$ cat config.mk
export PLATFORM = sky130hd
export DESIGN_NAME = vga_timing_gen
export DESIGN_NICKNAME = d
export VERILOG_FILES = /design/src/rtl/vga_pkg.sv /design/src/rtl/vga_axis_timer.sv /design/src/rtl/vga_timing_gen.sv
export SDC_FILE = /design/constraint.sdc
export NUM_CORES = 1
export LEC_CHECK = 0
export BUFFER_PORTS_ARGS = -buffer_cell sky130_fd_sc_hd__clkbuf_2
export CELL_PAD_IN_SITES_DETAIL_PLACEMENT = 0
export CELL_PAD_IN_SITES_GLOBAL_PLACEMENT = 1
export CORE_ASPECT_RATIO = 2
export CORE_MARGIN = 5
export CORE_UTILIZATION = 30
export CTS_CLUSTER_DIAMETER = 120
export CTS_CLUSTER_SIZE = 8
export DETAILED_ROUTE_END_ITERATION = 12
export PLACE_DENSITY_LB_ADDON = 0.1
export SLEW_MARGIN = 10
export SYNTH_ARGS = -nofsm -noshare
export SYNTH_HDL_FRONTEND = slang
export SYNTH_HIERARCHICAL = 1
export SYNTH_SLANG_ARGS = --single-unit
export TNS_END_PERCENT = 1
$ cat constraint.sdc
create_clock -name inputclk -period 2.8 [get_ports inputclk]
set_input_delay 0.56 -clock inputclk [delete_from_list [all_inputs] [get_ports inputclk]]
set_output_delay 0.56 -clock inputclk [all_outputs]
set_load 0.02 [all_outputs]
$ cat src/rtl/vga_pkg.sv
// Shared timing constants and types for the VGA raster timing generator.
// Latency: n/a (declarations only).
// Backpressure: n/a.
//
// Holds the 640x480@60 default porch/sync widths for both axes, the default
// counter width, the per-axis region enum and a helper that sums an axis total.
package vga_pkg;

    // 640x480@60, 25.175 MHz pixel clock
    localparam int H_SYNC_DEF   = 96;
    localparam int H_BACK_DEF   = 48;
    localparam int H_ACTIVE_DEF = 640;
    localparam int H_FRONT_DEF  = 16;

    localparam int V_SYNC_DEF   = 2;
    localparam int V_BACK_DEF   = 33;
    localparam int V_ACTIVE_DEF = 480;
    localparam int V_FRONT_DEF  = 10;

    localparam int CNT_W_DEF    = 11;

    // Regions of one axis, in the order the counter walks through them.
    typedef enum logic [1:0] {
        REG_SYNC   = 2'd0,
        REG_BACK   = 2'd1,
        REG_ACTIVE = 2'd2,
        REG_FRONT  = 2'd3
    } region_e;

    function automatic int axis_total(input int sync_w, input int back_w,
                                      input int active_w, input int front_w);
        return sync_w + back_w + active_w + front_w;
    endfunction

endpackage

$ cat src/rtl/vga_axis_timer.sv
// One raster axis: wrapping counter plus sync/display/coordinate decode.
// Latency: decodes are combinational from the registered count (0 cycles).
// Backpressure: none; the count advances only on cycles where i_adv is high.
//
// Ports:
//   clk, reset_b   clock and synchronous active-low reset
//   i_adv          advance the count by one (wraps at TOTAL-1)
//   o_sync         sync level, POL while in the sync region
//   o_display      count lies in the active region
//   o_coord        offset into the active region, 0 outside it
//   o_last         count is at TOTAL-1 (not qualified by i_adv)
module vga_axis_timer
    import vga_pkg::*;
#(
    parameter int SYNC   = H_SYNC_DEF,
    parameter int BACK   = H_BACK_DEF,
    parameter int ACTIVE = H_ACTIVE_DEF,
    parameter int FRONT  = H_FRONT_DEF,
    parameter bit POL    = 1'b0,
    parameter int CNT_W  = CNT_W_DEF
) (
    input  logic             clk,
    input  logic             reset_b,
    input  logic             i_adv,
    output logic             o_sync,
    output logic             o_display,
    output logic [CNT_W-1:0] o_coord,
    output logic             o_last
);

    localparam int TOTAL = axis_total(SYNC, BACK, ACTIVE, FRONT);

    // Reject widths that would make a region vanish or overflow the counter.
    if (SYNC < 1 || BACK < 1 || ACTIVE < 1 || FRONT < 1 || TOTAL > (2 ** CNT_W)) begin : g_bad_params
        $error("vga_axis_timer: illegal timing parameters");
    end

    localparam logic [CNT_W-1:0] BACK_LO = CNT_W'(SYNC);
    localparam logic [CNT_W-1:0] ACT_LO  = CNT_W'(SYNC + BACK);
    // FRONT >= 1 keeps ACT_HI <= TOTAL-1, so it always fits in CNT_W bits.
    localparam logic [CNT_W-1:0] ACT_HI  = CNT_W'(SYNC + BACK + ACTIVE);
    localparam logic [CNT_W-1:0] LAST    = CNT_W'(TOTAL - 1);

    logic [CNT_W-1:0] r_count;
    region_e          w_region;

    always_ff @(posedge clk) begin
        if (!reset_b) begin
            r_count <= '0;
        end else if (i_adv) begin
            r_count <= (r_count == LAST) ? '0 : r_count + CNT_W'(1);
        end
    end

    always_comb begin
        w_region = REG_FRONT;
        if (r_count < BACK_LO) begin
            w_region = REG_SYNC;
        end else if (r_count < ACT_LO) begin
            w_region = REG_BACK;
        end else if (r_count < ACT_HI) begin
            w_region = REG_ACTIVE;
        end
    end

    assign o_sync    = (w_region == REG_SYNC) ? POL : ~POL;
    assign o_display = (w_region == REG_ACTIVE);
    assign o_coord   = o_display ? (r_count - ACT_LO) : '0;
    assign o_last    = (r_count == LAST);

endmodule

$ cat src/rtl/vga_timing_gen.sv
// VGA raster timing generator: nested H/V counters with sync, blanking, coordinates, ticks.
// Latency: all outputs decode the registered counters combinationally (0 cycles).
// Backpressure: none; pix_en gates every advance, counters hold while it is low.
//
// Ports:
//   inputclk, reset_b    clock and synchronous active-low reset
//   pix_en               pixel-clock enable
//   hsync, vsync         sync outputs at HSYNC_POL / VSYNC_POL while asserted
//   Hdisplay, Vdisplay   per-axis active region; display is their AND
//   pixel_x, pixel_y     coordinate inside the active area, 0 outside
//   linetic, frametic    one-cycle pulses on the last pixel of a line / frame
//   frame_count          16-bit wrapping frame counter, present only when
//                        VGA_TIMING_FRAMECNT_EN is defined
module vga_timing_gen
    import vga_pkg::*;
#(
    parameter int H_SYNC    = H_SYNC_DEF,
    parameter int H_BACK    = H_BACK_DEF,
    parameter int H_ACTIVE  = H_ACTIVE_DEF,
    parameter int H_FRONT   = H_FRONT_DEF,
    parameter int V_SYNC    = V_SYNC_DEF,
    parameter int V_BACK    = V_BACK_DEF,
    parameter int V_ACTIVE  = V_ACTIVE_DEF,
    parameter int V_FRONT   = V_FRONT_DEF,
    parameter bit HSYNC_POL = 1'b0,
    parameter bit VSYNC_POL = 1'b0,
    parameter int CNT_W     = CNT_W_DEF
) (
    input  logic             inputclk,
    input  logic             reset_b,
    input  logic             pix_en,
    output logic             hsync,
    output logic             vsync,
    output logic             Hdisplay,
    output logic             Vdisplay,
    output logic             display,
    output logic [CNT_W-1:0] pixel_x,
    output logic [CNT_W-1:0] pixel_y,
    output logic             linetic,
`ifdef VGA_TIMING_FRAMECNT_EN
    output logic [15:0]      frame_count,
`endif
    output logic             frametic
);

    logic w_h_last;
    logic w_v_last;

    vga_axis_timer #(
        .SYNC   (H_SYNC),
        .BACK   (H_BACK),
        .ACTIVE (H_ACTIVE),
        .FRONT  (H_FRONT),
        .POL    (HSYNC_POL),
        .CNT_W  (CNT_W)
    ) u_h_axis (
        .clk       (inputclk),
        .reset_b   (reset_b),
        .i_adv     (pix_en),
        .o_sync    (hsync),
        .o_display (Hdisplay),
        .o_coord   (pixel_x),
        .o_last    (w_h_last)
    );

    // The vertical axis steps once per line, on the same edge hcount wraps.
    vga_axis_timer #(
        .SYNC   (V_SYNC),
        .BACK   (V_BACK),
        .ACTIVE (V_ACTIVE),
        .FRONT  (V_FRONT),
        .POL    (VSYNC_POL),
        .CNT_W  (CNT_W)
    ) u_v_axis (
        .clk       (inputclk),
        .reset_b   (reset_b),
        .i_adv     (linetic),
        .o_sync    (vsync),
        .o_display (Vdisplay),
        .o_coord   (pixel_y),
        .o_last    (w_v_last)
    );

    assign display  = Hdisplay & Vdisplay;
    assign linetic  = pix_en & w_h_last;
    assign frametic = linetic & w_v_last;

`ifdef VGA_TIMING_FRAMECNT_EN
    logic [15:0] r_frame_count;

    always_ff @(posedge inputclk) begin
        if (!reset_b) begin
            r_frame_count <= '0;
        end else if (frametic) begin
            r_frame_count <= r_frame_count + 16'd1;
        end
    end

    assign frame_count = r_frame_count;
`endif

endmodule
==> flow_summary.toml, run 1 <==
[floorplanning]
die_h_um = 114
die_w_um = 62.2
ios = 32
row_count = 38
fp.dieArea_um2 = 7110
start_util_pct = 30.4
core-area_um2 = 5370

[global_route]
grt_max_degree = 14
grt_pass1_wl_um = 7360
grt-ovfl-total = 0
antenna_found_initial = 0
track_usage_pct = 12.6
grt_pass1_vias = 1545

[critical_path]
crit_path_max_fanout = 9
cp.arrival_ns = 2.13
crit_path_end_kind = "output port"
cp_top_family = "compound AO/OA/AOI/OAI gates"
cp.required_ns = 2.24
critical_path.startpoint_type = "flop"
max_stage_delay_ns = 0.55
crit_chain = "or4_1 -> a221o_2 -> a2111oi_4 -> buf_4"
crit_type = "flop to output port"
critical-path-slowest-cell = "or4_1"
critical_path_buf_inv_count = 1

[placed_design]
pre_cts_ws_ns = 0.303
io_buffers = 30
hpwl_um = 3560
gp_congestion = 0.776
place_area_um2 = 1850
dp_cells = 293

[power]
power.total_mw = 0.536
leakage_nw = 0.850
peakVddDrop_mv = 0.173
p_per_area_nw_per_um2 = 283

[route]
vias_per_cell = 5.14
drtIter0Drc = 86
wl_per_cell_um = 15.0
dr.pass1.iters = 4
finalWirelength_um = 4450
drc = 0
vias = 1520
drtAntennaViolNets = 0

[sta]
rsz0062_at_grt = "yes"
layout_setup_ws_ns = 0.106
holdWs_ns = 0.556
max_freq_mhz = 371
min_period_ns = 2.69
finalClockSkew_ns = 0.00200
setup_viol_count_final = 0
final_max_slew_viol_count = 0
post-route-period-util_pct = 96.2
setup_tns_ns = 0
hold_viol = 0

[yosys]
synth_seq_cells = 22
yosys_warnings = 6
syn_area_um2 = 1630
ys.flop_type = "dfxtp_1"
syn_inst = 203
syn_avg_cell_area_um2 = 8.04
synth_edf_count = 0
synth_xor_area_share_pct = 10.7
synth_top_family_by_area = "simple AND/OR/NAND/NOR gates"
synth-compound-area-share_pct = 14.2
yosys.area_share.simple_pct = 32.5
ys_seq_area_share_pct = 27.0
synthDistinctLibCells = 43
synth_mux_area_share_pct = 2.45
synth_fa_ha_area_share_pct = 4.60
async_flop_share_pct = 0
syn-num-nets = 212

[clock_network]
cts_buffers = 3
tritoncts = "yes"
cts_setup_buffers = 0
clk_pin_slew_worst_paths_ns = 0.08
holdBufCountCts = 0
clk_path_buf_depth = 2
clock-sinks = 22
cts_root_buf = "clkbuf_8"
htreeDepth = 1
clk_latency_ns = 0.26

[finish]
fillers = 611
fin_nets = 247
final_common_cell = "nor2_1"
regArea_um2 = 440
final_cell_mix = "34 x nor2_1, 29 x clkbuf_2, 22 x dfxtp_1, 13 x buf_4, 12 x xnor2_1"
n_antenna_cell = 0
final_layout_size_suffix_gt1_share_pct = 23.3
syn_to_final_growth_pct = 15.9
multi_input_area_um2 = 1060
final_core_util_pct = 35.2
stdcell_count = 296
final_cell_area_um2 = 1890

[run]
drv_cap = 0

[run_status]
outcome = "finished, final reports clean"

[hold_path]
hp-class = "flop to flop"
==> logic make-up after synthesis <==
logic type / count (synthesis)
muxes: 4
other: 1
adders and majority gates: 6
xor gates and xnor gates: 20
buffers and inverters: 22
AOI/OAI and AO/OA: 29
DFF: 22
and+or+nand+nor: 99
==> registers in the layout, summed over array words and instances, names as in the netlist <==
| register | cells |
|---|---|
| u_h_axis/r_count | 11 |
| u_v_axis/r_count | 11 |
==> report_power, final <==
part	leakage, nW	internal (mW)	switching, mW	total [mW]
Sequential	0.178	0.316	0.00354	0.319
Clock	0.0216	0.0959	0.100	0.196
Combinational	0.651	0.00866	0.0121	0.0207
==> path summary, 6_finish.rpt <==
path / startpoint / endpoint / cells after the start / slack (ns)
setup / recovery: u_h_axis/r_count[5] / pixel_x[10] / 4 / 0.11
hold reg to reg: u_h_axis/r_count[1] / u_h_axis/r_count[1] / 2 / 0.56
setup reg to reg: u_h_axis/r_count[8] / u_v_axis/r_count[1] / 8 / 0.53
hold / removal: u_h_axis/r_count[1] / u_h_axis/r_count[1] / 2 / 0.56
==> synthesized netlist by cell type, drive strengths merged (4+ instances only) <==
library cell,number,area [um^2]
and2,9,56.3
buf,9,67.6
nor2,34,128
xor2,8,70.1
xnor2,12,105
dfxtp,22,440
inv,10,37.5
nand2,11,41.3
o21ai,5,25.0
nor3,7,46.3
or4,5,37.5
ha,6,75.1
mux2i,4,40.0
or3,4,25.0
a21oi,11,55.1
nand3,10,50.1
nand4,6,37.5
==> routing by layer <==
layer | up-vias | GRT usage [%] | wire (um) | part of all wire, %
met5 | - | 0 | 0 | 0
met4 | 0 | 3.47 | 34 | 0.76
met3 | 2 | 1.96 | 109 | 2.4
met1 | 730 | 11.2 | 1550 | 35
met2 | 20 | 27.3 | 2760 | 62
li1 | 768 | - | - | -
==> final cells by class <==
type | instances | area share, %
sequential | 22 | 23.3
inverter | 10 | 1.98
tap | 60 | 3.97
clock buffer | 3 | 2.18
timing repair buffer | 42 | 12.8
multi-input combinational | 159 | 55.8
==> repair_timing <==
| action | 4_1_cts | 5_1_grt |
|---|---|---|
| setup endpoints to repair | 0 | 7 |
| hold endpoints to repair | 0 | 0 |
| resized for setup | 0 | 3 |
==> worst min-delay path: stages (launching register included) <==
cell	delay, ns
dfxtp_1	0.34
mux2i_1	0.13
nor2_1	0.05
Note: power is estimated with default switching activity, not from simulation.
==> run 2: changes to the inputs <==
--- a/config.mk
+++ b/config.mk
@@ -5,7 +5,7 @@
 export SDC_FILE = /design/constraint.sdc
 export NUM_CORES = 1
 export LEC_CHECK = 0
-export BUFFER_PORTS_ARGS = -buffer_cell sky130_fd_sc_hd__clkbuf_2
+export BUFFER_PORTS_ARGS = -buffer_cell sky130_fd_sc_hd__buf_2
 export CELL_PAD_IN_SITES_DETAIL_PLACEMENT = 0
 export CELL_PAD_IN_SITES_GLOBAL_PLACEMENT = 1
 export CORE_ASPECT_RATIO = 2
==> run 2 against run 1 <==
  * Via count fell by 0.66%
  * Cell count did not move
  * Fmax rose by 0.21%
  * Sequential power barely moved
  * Setup slack improved by 0.0056 ns
  * Die area did not move
==> flow_summary.toml, run 2 (synthesized netlist as in run 1, its figures left out) <==
[critical_path]
crit_chain = "or4_1 -> a221o_2 -> a2111oi_4 -> buf_4"
cp.arrival_ns = 2.13
crit_path_max_fanout = 9
critical_path.startpoint_type = "flop"
crit_path_end_kind = "output port"
r2r-start = "u_h_axis/r_count[8]"
cp.required_ns = 2.24
critical-path-slowest-cell = "or4_1"
max_stage_delay_ns = 0.54
crit_start = "u_h_axis/r_count[5]"
crit_type = "flop to output port"

[sta]
slew_headroom_pct = 61.2
max_freq_mhz = 372
finalClockSkew_ns = 0.00443
tightestPinTransition_ns = 0.576
rsz0062_at_grt = "no"
setup_viol_count_final = 0
post-route-period-util_pct = 96.0
final_max_slew_viol_count = 0
setup_tns_ns = 0
holdWs_ns = 0.539
hold_viol = 0
layout_setup_ws_ns = 0.111
min_period_ns = 2.69

[global_route]
track_usage_pct = 12.4
grt-ovfl-total = 0
grt_pass1_wl_um = 7180
grt_max_degree = 13
grt_pass1_vias = 1468
antenna_found_initial = 0

[placed_design]
hpwl_um = 3520
pre_cts_ws_ns = 0.291
gp_congestion = 0.725
io_buffers = 30

[hold_path]
hold_start = "u_h_axis/r_count[5]"
hp-class = "flop to flop"

[floorplanning]
row_count = 38
start_util_pct = 30.4
fp.dieArea_um2 = 7110
die_h_um = 114
ios = 32
die_w_um = 62.2
core-area_um2 = 5370

[power]
pwr-share-seq_pct = 59.0
clkPwrFrac_pct = 37.2
p_per_area_nw_per_um2 = 286
combinationalPowerShare_pct = 3.8
internal-power_mw = 0.420
switchingPower_mw = 0.121
switching_share_pct = 22.4
leakage_nw = 0.876
peakVddDrop_mv = 0.220

[run]
drv_cap = 0

[route]
wl_per_cell_um = 14.8
finalWirelength_um = 4390
vias_per_cell = 5.10
drtAntennaViolNets = 0
drc = 0
vias = 1510
drtIter0Drc = 61
dr.pass1.iters = 4

[finish]
final_common_cell = "nor2_1"
final_core_util_pct = 35.3
n_antenna_cell = 0
reg_top3 = "u_h_axis/r_count (11), u_v_axis/r_count (11)"
final_layout_size_suffix_gt1_share_pct = 23.7
syn_to_final_growth_pct = 16.0
fillers = 610
final_cell_mix = "34 x nor2_1, 29 x buf_2, 21 x dfxtp_1, 13 x buf_4, 12 x xnor2_1"
fin_nets = 247

[clock_network]
cts_buffers = 3
tritoncts = "yes"
clock-sinks = 22
clk_pin_slew_worst_paths_ns = 0.08
htreeDepth = 1
clk_path_buf_depth = 2
clk_latency_ns = 0.26
cts_root_buf = "clkbuf_8"

[run_status]
outcome = "finished, final reports clean"
run 2: what timing repair did:
action / 4_1_cts / 5_1_grt
setup buffers: 0 / 1
endpoints found under the setup margin: 1 / 1
cloned: 0 / 0
hold buffers: 0 / 0
pin swaps: 0 / 1
gates resized for setup: 1 / 2
run 2: critical path, delay by kind of cell (launching register included):
kind                   cells  cell delay (ns)
AND/OR/NAND/NOR            1             0.54
flip-flops                 1             0.37
AO/OA/AOI/OAI              2             0.77
buffers and inverters      1             0.19
run 2: worst paths after layout:
path / to / slack [ns] / cells past startpoint
hold / removal: u_h_axis/r_count[5] / 0.54 / 2
hold reg to reg: u_h_axis/r_count[5] / 0.54 / 2
setup reg to reg: u_v_axis/r_count[10] / 0.50 / 7
setup / recovery: pixel_x[10] / 0.11 / 4
run 2: routing by layer:
layer / global-route usage, % / part of all wire (%)
met1: 11.0 / 35
met4: 3.91 / 0.98
met3: 1.57 / 2.8
met2: 26.7 / 61
met5: 0 / 0
run 2: power groups by stage:
stage	Combinational [mW]	Clock [mW]	Sequential (mW)
5_1_grt	0.0233	0.221	0.320
3_5_place_dp	0.0211	0	0.327
4_1_cts	0.0211	0.213	0.319
3_3_place_gp	0.0210	0	0.326
6_report	0.0207	0.201	0.319
2_1_floorplan	0.0138	0	0.326
run 2: per-stage QoR:
step           power, mW  instances  instance area (um^2)
2_1_floorplan      0.339        203                  1630
3_3_place_gp       0.347        292                  1840
3_5_place_dp       0.348        292                  1840
6_report           0.541        296                  1890
5_1_grt            0.564        296                  1890
4_1_cts            0.554        295                  1880
run 2: cell type report:
type	count	area (um^2)	area share, %
Sequential cell	22	442	23.3
Clock buffer	3	41.3	2.18
Multi-Input combinational cell	159	1060	55.7
Timing Repair Buffer	42	243	12.8
Tap cell	60	75.1	3.96
Inverter	10	37.5	1.98
==> run 3: changes to the inputs <==
--- a/config.mk
+++ b/config.mk
@@ -5,16 +5,18 @@
 export SDC_FILE = /design/constraint.sdc
 export NUM_CORES = 1
 export LEC_CHECK = 0
+export ABC_AREA = 1
 export BUFFER_PORTS_ARGS = -buffer_cell sky130_fd_sc_hd__buf_2
 export CELL_PAD_IN_SITES_DETAIL_PLACEMENT = 0
 export CELL_PAD_IN_SITES_GLOBAL_PLACEMENT = 1
-export CORE_ASPECT_RATIO = 2
+export CORE_ASPECT_RATIO = 1.25
 export CORE_MARGIN = 5
 export CORE_UTILIZATION = 30
 export CTS_CLUSTER_DIAMETER = 120
 export CTS_CLUSTER_SIZE = 8
 export DETAILED_ROUTE_END_ITERATION = 12
 export PLACE_DENSITY_LB_ADDON = 0.1
+export SKIP_CTS_REPAIR_TIMING = 1
 export SLEW_MARGIN = 10
 export SYNTH_ARGS = -nofsm -noshare
 export SYNTH_HDL_FRONTEND = slang
==> run 3 against run 2 <==
  * Clock skew increased by 0.0018 ns
  * Via count grew 12%
  * Register-to-register slack improved by 0.21 ns
  * Critical path type unchanged
  * Critical endpoint is now linetic
==> flow_summary.toml, run 3 <==
[run_status]
outcome = "finished, final reports clean"

[route]
dr.pass1.iters = 4
wl_per_cell_um = 12.2
vias_per_cell = 4.52
drtAntennaViolNets = 0
drtIter0Drc = 43
vias = 1696
finalWirelength_um = 4580
drc = 0

[floorplanning]
die_h_um = 96.6
ios = 32
start_util_pct = 30.9
die_w_um = 79.3
core-area_um2 = 5820
fp.dieArea_um2 = 7660
row_count = 31

[critical_path]
cp_top_family = "buffers and inverters"
r2r_setup_slack_ns = 0.71
cp.arrival_ns = 1.84
critical_path.startpoint_type = "flop"
crit_path_end_kind = "output port"
crit_chain = "inv_1 -> ha_1 -> nand2_1 -> nor2_1 -> and3_1 -> nand2_1 -> inv_1 -> buf_2"
critical-path-slowest-cell = "dfxtp_1"
critical_path_buf_inv_count = 3
cp.required_ns = 2.24
max_stage_delay_ns = 0.35
crit_type = "flop to output port"
crit_path_max_fanout = 12

[yosys]
synth_edf_count = 0
syn_area_um2 = 1800
yosysTopAreaCell = "dfxtp_1"
syn_inst = 281
yosys_warnings = 6
ys.flop_type = "dfxtp_1"
ys_top_cells_by_count = "69 x nand2_1, 41 x inv_1, 38 x nor2_1"
ys_seq_area_share_pct = 24.5
syn_avg_cell_area_um2 = 6.40
synthTopCellsByArea = "dfxtp_1 24%, nand2_1 14%, inv_1 8.6%"
synthDistinctLibCells = 28
synth_top_area_share_pct = 24.5
syn-num-nets = 290
async_flop_share_pct = 0
synth.most_common_cell = "nand2_1"
synth_seq_cells = 22

[clock_network]
tritoncts = "yes"
cts_root_buf = "clkbuf_8"
clk_path_buf_depth = 2
clk_latency_ns = 0.26
clk_pin_slew_worst_paths_ns = 0.08
htreeDepth = 1
clock-sinks = 22
cts_buffers = 3

[placed_design]
hpwl_um = 3770
gp_congestion = 0.803
pre_cts_ws_ns = 0.666
place_area_um2 = 1980
io_buffers = 30

[power]
peakVddDrop_mv = 0.126
leakage_nw = 1.10
p_per_area_nw_per_um2 = 267

[finish]
multi_input_area_um2 = 1140
final_common_cell = "nand2_1"
regArea_um2 = 440
n_antenna_cell = 0
final_cell_mix = "69 x nand2_1, 41 x inv_1, 38 x nor2_1, 30 x buf_2, 22 x dfxtp_1"
fin_nets = 320
final_layout_size_suffix_gt1_share_pct = 23.6
reg_top3 = "u_h_axis/r_count (11), u_v_axis/r_count (11)"
syn_to_final_growth_pct = 12.4
fillers = 682
final_cell_area_um2 = 2020

[sta]
min_period_ns = 2.40
max_freq_mhz = 416
hold_viol = 0
layout_setup_ws_ns = 0.397
post-route-period-util_pct = 85.8
final_max_slew_viol_count = 0
setup_tns_ns = 0
rsz0062_at_grt = "no"
setup_viol_count_final = 0
finalClockSkew_ns = 0.00624

[global_route]
grt_pass1_wl_um = 7840
track_usage_pct = 13.0
antenna_found_initial = 0
grt_max_degree = 13
grt_pass1_vias = 1706
grt-ovfl-total = 0

[hold_path]
hp-class = "flop to flop"

[run]
drv_cap = 0
## run 3: cell count changes after synthesis, sizes merged, moves of 7 or more
cell,change
a21oi,-7
inv,+34
nand2,+62
nand3,+17
and2,-8
nor2,+29
xnor2,-10
## run 3: area by class of cell
| cell class | instances | share of cell area, % |
|---|---|---|
| well taps | 66 | 4.08 |
| multi-input cells | 210 | 56.5 |
| inverters | 44 | 8.17 |
| flip-flops and latches | 22 | 21.8 |
| repair buffers | 30 | 7.43 |
| clock buffers | 3 | 2.04 |
## run 3: worst min-delay path, cell delays in order (launching register included)
cell     delay [ns]
dfxtp_1        0.36
nand2_1        0.08
a21oi_1        0.05
## run 3: worst paths after layout
check                            start                   end  depth (start not counted)
hold reg to reg   u_v_axis/r_count[10]  u_v_axis/r_count[10]                          2
hold / removal    u_v_axis/r_count[10]  u_v_axis/r_count[10]                          2
setup / recovery   u_h_axis/r_count[5]               linetic                          8
setup reg to reg   u_h_axis/r_count[5]   u_v_axis/r_count[3]                         11
## run 3: logic make-up (layout without fill, tap and decap cells)
logic type / after synthesis / in the layout / share of synthesized area [%]
AOI/OAI and AO/OA: 10 / 10 / 2.99
xor gates and xnor gates: 15 / 15 / 7.30
adders and majority gates: 6 / 6 / 4.17
buffers and inverters: 49 / 77 / 12.0
DFF: 22 / 22 / 24.5
other: 1 / 1 / 0.208
and+or+nand+nor: 178 / 178 / 48.8
## run 3: routing by layer
metal  global-route usage (%)  share of wire, %  up-vias
li1                         -                 -      916
met5                        0                 0        -
met1                     13.4                41      753
met2                     25.9                54       19
met4                     5.16               2.3        0
met3                     1.76               2.4        8
## run 3: through the flow
step | hold slack [ns] | total power, mW | instances | utilization [%]
after detailed placement | 0.530 | 0.348 | 372 | 34.0
after global placement | 0.520 | 0.348 | 372 | 34.0
after floorplan | 0.466 | 0.340 | 281 | -
after CTS | 0.543 | 0.554 | 375 | 34.8
final | 0.530 | 0.540 | 375 | 34.8
after global routing | 0.579 | 0.569 | 375 | 34.8
## run 3: report_power, final
part | internal (mW) | switching [mW] | total, mW
Clock | 0.0961 | 0.104 | 0.200
Combinational | 0.00565 | 0.0164 | 0.0221
Sequential | 0.315 | 0.00247 | 0.318
Total | 0.417 | 0.123 | 0.540
